File: src/rtl/phase_timer_if.sv
// Control/status bundle between the traffic-light controller and the phase timer.
// The controller owns the master side; the timer owns the slave side.
interface phase_timer_if;
  logic       load;
  logic [5:0] load_value;
  logic       pause;
  logic [5:0] remaining;
  logic       busy;
  logic       tick;
  logic       expired;

  modport master (
    output load, load_value, pause,
    input  remaining, busy, tick, expired
  );

  modport slave (
    input  load, load_value, pause,
    output remaining, busy, tick, expired
  );
endinterface

File: src/rtl/phase_timer.sv
// Loadable seconds down-counter with built-in one-second prescaler.
// Runs one light phase per load and strobes expired when it reaches zero.
module phase_timer #(
  parameter int unsigned TICKS_PER_SEC = 100_000_000
) (
  input  logic          clk,
  input  logic          rst_n,
  phase_timer_if.slave  bus
);

  localparam int unsigned PCNT_W = (TICKS_PER_SEC > 1) ? $clog2(TICKS_PER_SEC) : 1;
  localparam int unsigned SEC_W  = 6;
  localparam logic [PCNT_W-1:0] PCNT_MAX = PCNT_W'(TICKS_PER_SEC - 1);

  typedef enum logic {
    IDLE = 1'b0,
    RUN  = 1'b1
  } state_e;

  state_e             state_q,   state_d;
  logic [PCNT_W-1:0]  pcnt_q,    pcnt_d;
  logic [SEC_W-1:0]   remaining_q, remaining_d;
  logic               busy_q,    busy_d;
  logic               tick_q,    tick_d;
  logic               expired_q, expired_d;

  // Next-state and output decode; load always wins and cancels any pending expiry.
  always_comb begin
    state_d     = state_q;
    pcnt_d      = pcnt_q;
    remaining_d = remaining_q;
    tick_d      = 1'b0;
    expired_d   = 1'b0;

    if (bus.load) begin
      remaining_d = bus.load_value;
      pcnt_d      = '0;
      if (bus.load_value != '0) begin
        state_d = RUN;
      end else begin
        state_d   = IDLE;
        expired_d = 1'b1;
      end
    end else begin
      unique case (state_q)
        RUN: begin
          if (!bus.pause) begin
            if (pcnt_q == PCNT_MAX) begin
              pcnt_d      = '0;
              tick_d      = 1'b1;
              remaining_d = remaining_q - SEC_W'(1);
              if (remaining_q == SEC_W'(1)) begin
                expired_d = 1'b1;
                state_d   = IDLE;
              end
            end else begin
              pcnt_d = pcnt_q + PCNT_W'(1);
            end
          end
        end
        default: begin
          pcnt_d = '0;
        end
      endcase
    end

    busy_d = (state_d == RUN);
  end

  always_ff @(posedge clk or negedge rst_n) begin
    if (!rst_n) begin
      state_q     <= IDLE;
      pcnt_q      <= '0;
      remaining_q <= '0;
      busy_q      <= 1'b0;
      tick_q      <= 1'b0;
      expired_q   <= 1'b0;
    end else begin
      state_q     <= state_d;
      pcnt_q      <= pcnt_d;
      remaining_q <= remaining_d;
      busy_q      <= busy_d;
      tick_q      <= tick_d;
      expired_q   <= expired_d;
    end
  end

  assign bus.remaining = remaining_q;
  assign bus.busy      = busy_q;
  assign bus.tick      = tick_q;
  assign bus.expired   = expired_q;

endmodule

File: src/flat_wrapper.sv
// flat-port wrapper written by rule: the top's interface ports become plain ports
module phase_timer_flat 
#(
  parameter int unsigned TICKS_PER_SEC = 100_000_000
)
  (clk, rst_n, bus_load, bus_load_value, bus_pause, bus_remaining, bus_busy, bus_tick, bus_expired);
  phase_timer_if bus_i ();
  input  logic clk;
  input  logic rst_n;
  input wire logic [$bits(bus_i.load)-1:0] bus_load;
  input wire logic [$bits(bus_i.load_value)-1:0] bus_load_value;
  input wire logic [$bits(bus_i.pause)-1:0] bus_pause;
  output wire logic [$bits(bus_i.remaining)-1:0] bus_remaining;
  output wire logic [$bits(bus_i.busy)-1:0] bus_busy;
  output wire logic [$bits(bus_i.tick)-1:0] bus_tick;
  output wire logic [$bits(bus_i.expired)-1:0] bus_expired;
  assign bus_i.load = bus_load;
  assign bus_i.load_value = bus_load_value;
  assign bus_i.pause = bus_pause;
  assign bus_remaining = bus_i.remaining;
  assign bus_busy = bus_i.busy;
  assign bus_tick = bus_i.tick;
  assign bus_expired = bus_i.expired;
  phase_timer #(.TICKS_PER_SEC(TICKS_PER_SEC)) u_core (.clk(clk), .rst_n(rst_n), .bus(bus_i));
endmodule
File: config.mk
export PLATFORM = sky130hd
export DESIGN_NAME = phase_timer_flat
export DESIGN_NICKNAME = d
export VERILOG_FILES = /design/src/rtl/phase_timer_if.sv /design/src/rtl/phase_timer.sv /design/src/flat_wrapper.sv
export SDC_FILE = /design/constraint.sdc
export NUM_CORES = 1
export LEC_CHECK = 0
export ABC_AREA = 1
export CAP_MARGIN = 20
export CORE_UTILIZATION = 40
export DETAILED_ROUTE_END_ITERATION = 7
export SLEW_MARGIN = 20
export SYNTH_ARGS = -nofsm -noshare
export SYNTH_HDL_FRONTEND = slang
export SYNTH_SLANG_ARGS = --single-unit
File: constraint.sdc
create_clock -name clk -period 1.85 [get_ports clk]
set_clock_uncertainty 0.2 [all_clocks]
set_input_delay 0.185 -clock clk [delete_from_list [all_inputs] [get_ports clk]]
set_output_delay 0.185 -clock clk [all_outputs]
set_load 0.005 [all_outputs]
==> out/metrics.yaml <==
synth_cells: 300
via_per_inst: 4.79
hold_viol: 0
max_freq_mhz: 549
worstPathArrival_ns: 1.79
overflow: 0
drv_cap: 0
layout_commonest_cell: "nand2_1"
regArea_sq_um: 902
syn_area_sq_um: 2220
synth_warnings: 0
dr.pass1.iters: 4
synth.distinct_cells: 30
io_buffer_count: 18
worstSetupPathType: "reg -> reg"
fin_crit_sh: 0.984
ctsHtreeMaxLevel: 2
critPathMaxFanout: 7
clock_sinks: 36
setup_viol: 0
grt_usage: 0.186
finalHoldWorstSlack_ns: 0.163
dp.cells: 402
p_per_area_nw_per_um2: 586
cts.path.max_buffers: 2
row_count: 26
area_growth_pct: 26.7
period_needed_ns: 1.82
drive_gt1_frac: 0.197
wirelength_mm: 5.06
first_iter_violations: 127
nets: 357
core_area_sq_um: 5240
grt_pass1_vias: 1903
antenna_found_initial: 0
power.leakage_uw: 0.00120
relSlewSlack: 0.722
dp_hpwl_mm: 3.73
vias: 1988
cp-start-kind: "register"
crit_required_ns: 1.82
met3_usage: 0.0359
ir_drop_v: 0.000323
final_cell_mix: "nand2_1 (77), nor2_1 (45), dfrtp_1 (35)"
drc: 0
synth_fa_ha_area_frac: 0.0169
yosysSeqAreaShare: 0.405
grt_max_degree: 19
dieArea_sq_um: 5860
cts_root_buffer: "clkbuf_8"
synth_area_per_cell_sq_um: 7.41
drv_slew: 0
met1_usage: 0.258
cts_made_buffers: 5
r2r_slack_ns: 0.03
synth_compound_area_frac: 0.0473
gp_congestion: 0.831
die_w_microns: 76.5
synth_top_family_by_area: "simple AND/OR/NAND/NOR gates"
initial_core_util: 0.424
cts_tree: "yes"
rsz0062_at_grt: "yes"
synth-simple-area-share: 0.410
ys_ff_latch: 36
min_path_type: "in -> async"
end_kind: "register"
die_h_microns: 76.5
met2_usage: 0.294
multiInputGateArea_sq_um: 1240
status: "complete, no violations"
syn-num-nets: 313
avgRoutedWirePerCell_microns: 12.2
tightest_slew_ns: 0.414
synthXorXnorAreaFrac: 0.0512
setup_ws_ns: 0.0301
postLayoutCellArea_sq_um: 2820
clk_pin_slew_ns: 0.07
io_pins: 19
grt_pass1_wl_mm: 8.77
post_dp_cell_area_sq_um: 2590
diodes: 0
synth_mux_area_frac: 0
stdcell_count: 415
dp_slack_ns: -0.0894
clk_latency_ns: 0.28
final_antenna_net_count: 0
busiest_layer: "met2"
num-fill-cells: 508
through the flow:
step / TNS, ns / power [uW] / utilization
after floorplan: 0 / 948 / -
after global placement: -0.262 / 1070 / 0.495
after detailed placement: -0.651 / 1070 / 0.495
after CTS: 0 / 1650 / 0.514
after global routing: -1.33 / 1740 / 0.538
final: 0 / 1650 / 0.538
worst max-delay path, stage by stage (launching register included):
cell     delay, ns
dfrtp_1       0.36
ha_2          0.18
inv_2         0.05
nor2_4        0.14
nand2_2       0.10
nor2_4        0.21
nand3_4       0.12
nand2_8       0.15
buf_8         0.14
nor2_1        0.05
timing repair:
item	in CTS	in global routing
endpoints found under the setup margin	0	31
hold buffers	1	0
buffers inserted	0	3
hold endpoints to repair	16	0
resized for setup	0	25
power breakdown:
group	internal, uW	switching (uW)
clock	304	273
combinational	117	120
sequential	808	26.3
path summary, 6_finish.rpt:
check | start | end | cells past startpoint
setup / recovery | u_core.pcnt_q[0] | u_core.pcnt_q[13] | 9
hold / removal | rst_n | u_core.pcnt_q[3] | 2
setup reg to reg | u_core.pcnt_q[0] | u_core.pcnt_q[13] | 9
hold reg to reg | u_core.bus.remaining[1] | u_core.bus.remaining[1] | 2
max in group asynchronous | rst_n | u_core.pcnt_q[18] | 3
min in group clk | bus_load_value[3] | u_core.bus.remaining[3] | 5
state kept, by name, indices dropped and copies added, names as in the netlist:
register	cells
u_core.pcnt_q	27
u_core.state_q	1
u_core.bus.remaining	6
u_core.bus.expired	1
u_core.bus.tick	1
cell usage after synthesis (all sizes together):
master / instances / area (sq um)
inv: 36 / 135
nor4: 1 / 6.26
a21o: 1 / 7.51
o21bai: 4 / 37.5
a21oi: 5 / 25.0
nand3: 20 / 123
nor3b: 2 / 15.0
nor2: 58 / 265
or2: 1 / 6.26
o21ai: 7 / 35.0
clkbuf: 1 / 3.75
nand2: 85 / 342
nor3: 15 / 75.1
buf: 2 / 15.0
nand4: 9 / 71.3
nand3b: 1 / 7.51
xor2: 10 / 87.6
xnor2: 3 / 26.3
dfrtp: 36 / 901
ha: 3 / 37.5
per-layer routing:
metal,routed length (microns),share of wire
met5,0,0
met4,46,0.0091
met1,2520,0.50
met3,170,0.034
met2,2330,0.46
cells by family (layout without fill, tap and decap cells):
kind of cell | Yosys count | after routing
buf+inv | 39 | 84
simple gates | 192 | 192
fa+ha+maj | 3 | 3
flops | 36 | 36
xor+xnor | 13 | 13
compound gates | 17 | 17
cell type report:
type,count,area share
Multi-Input combinational cell,225,0.440
Inverter,36,0.0507
Timing Repair inverter,1,0.00222
Timing Repair Buffer,39,0.123
Clock buffer,8,0.0320
Sequential cell,36,0.320
Tap cell,70,0.0311
Power figures use the tool's default switching activity.
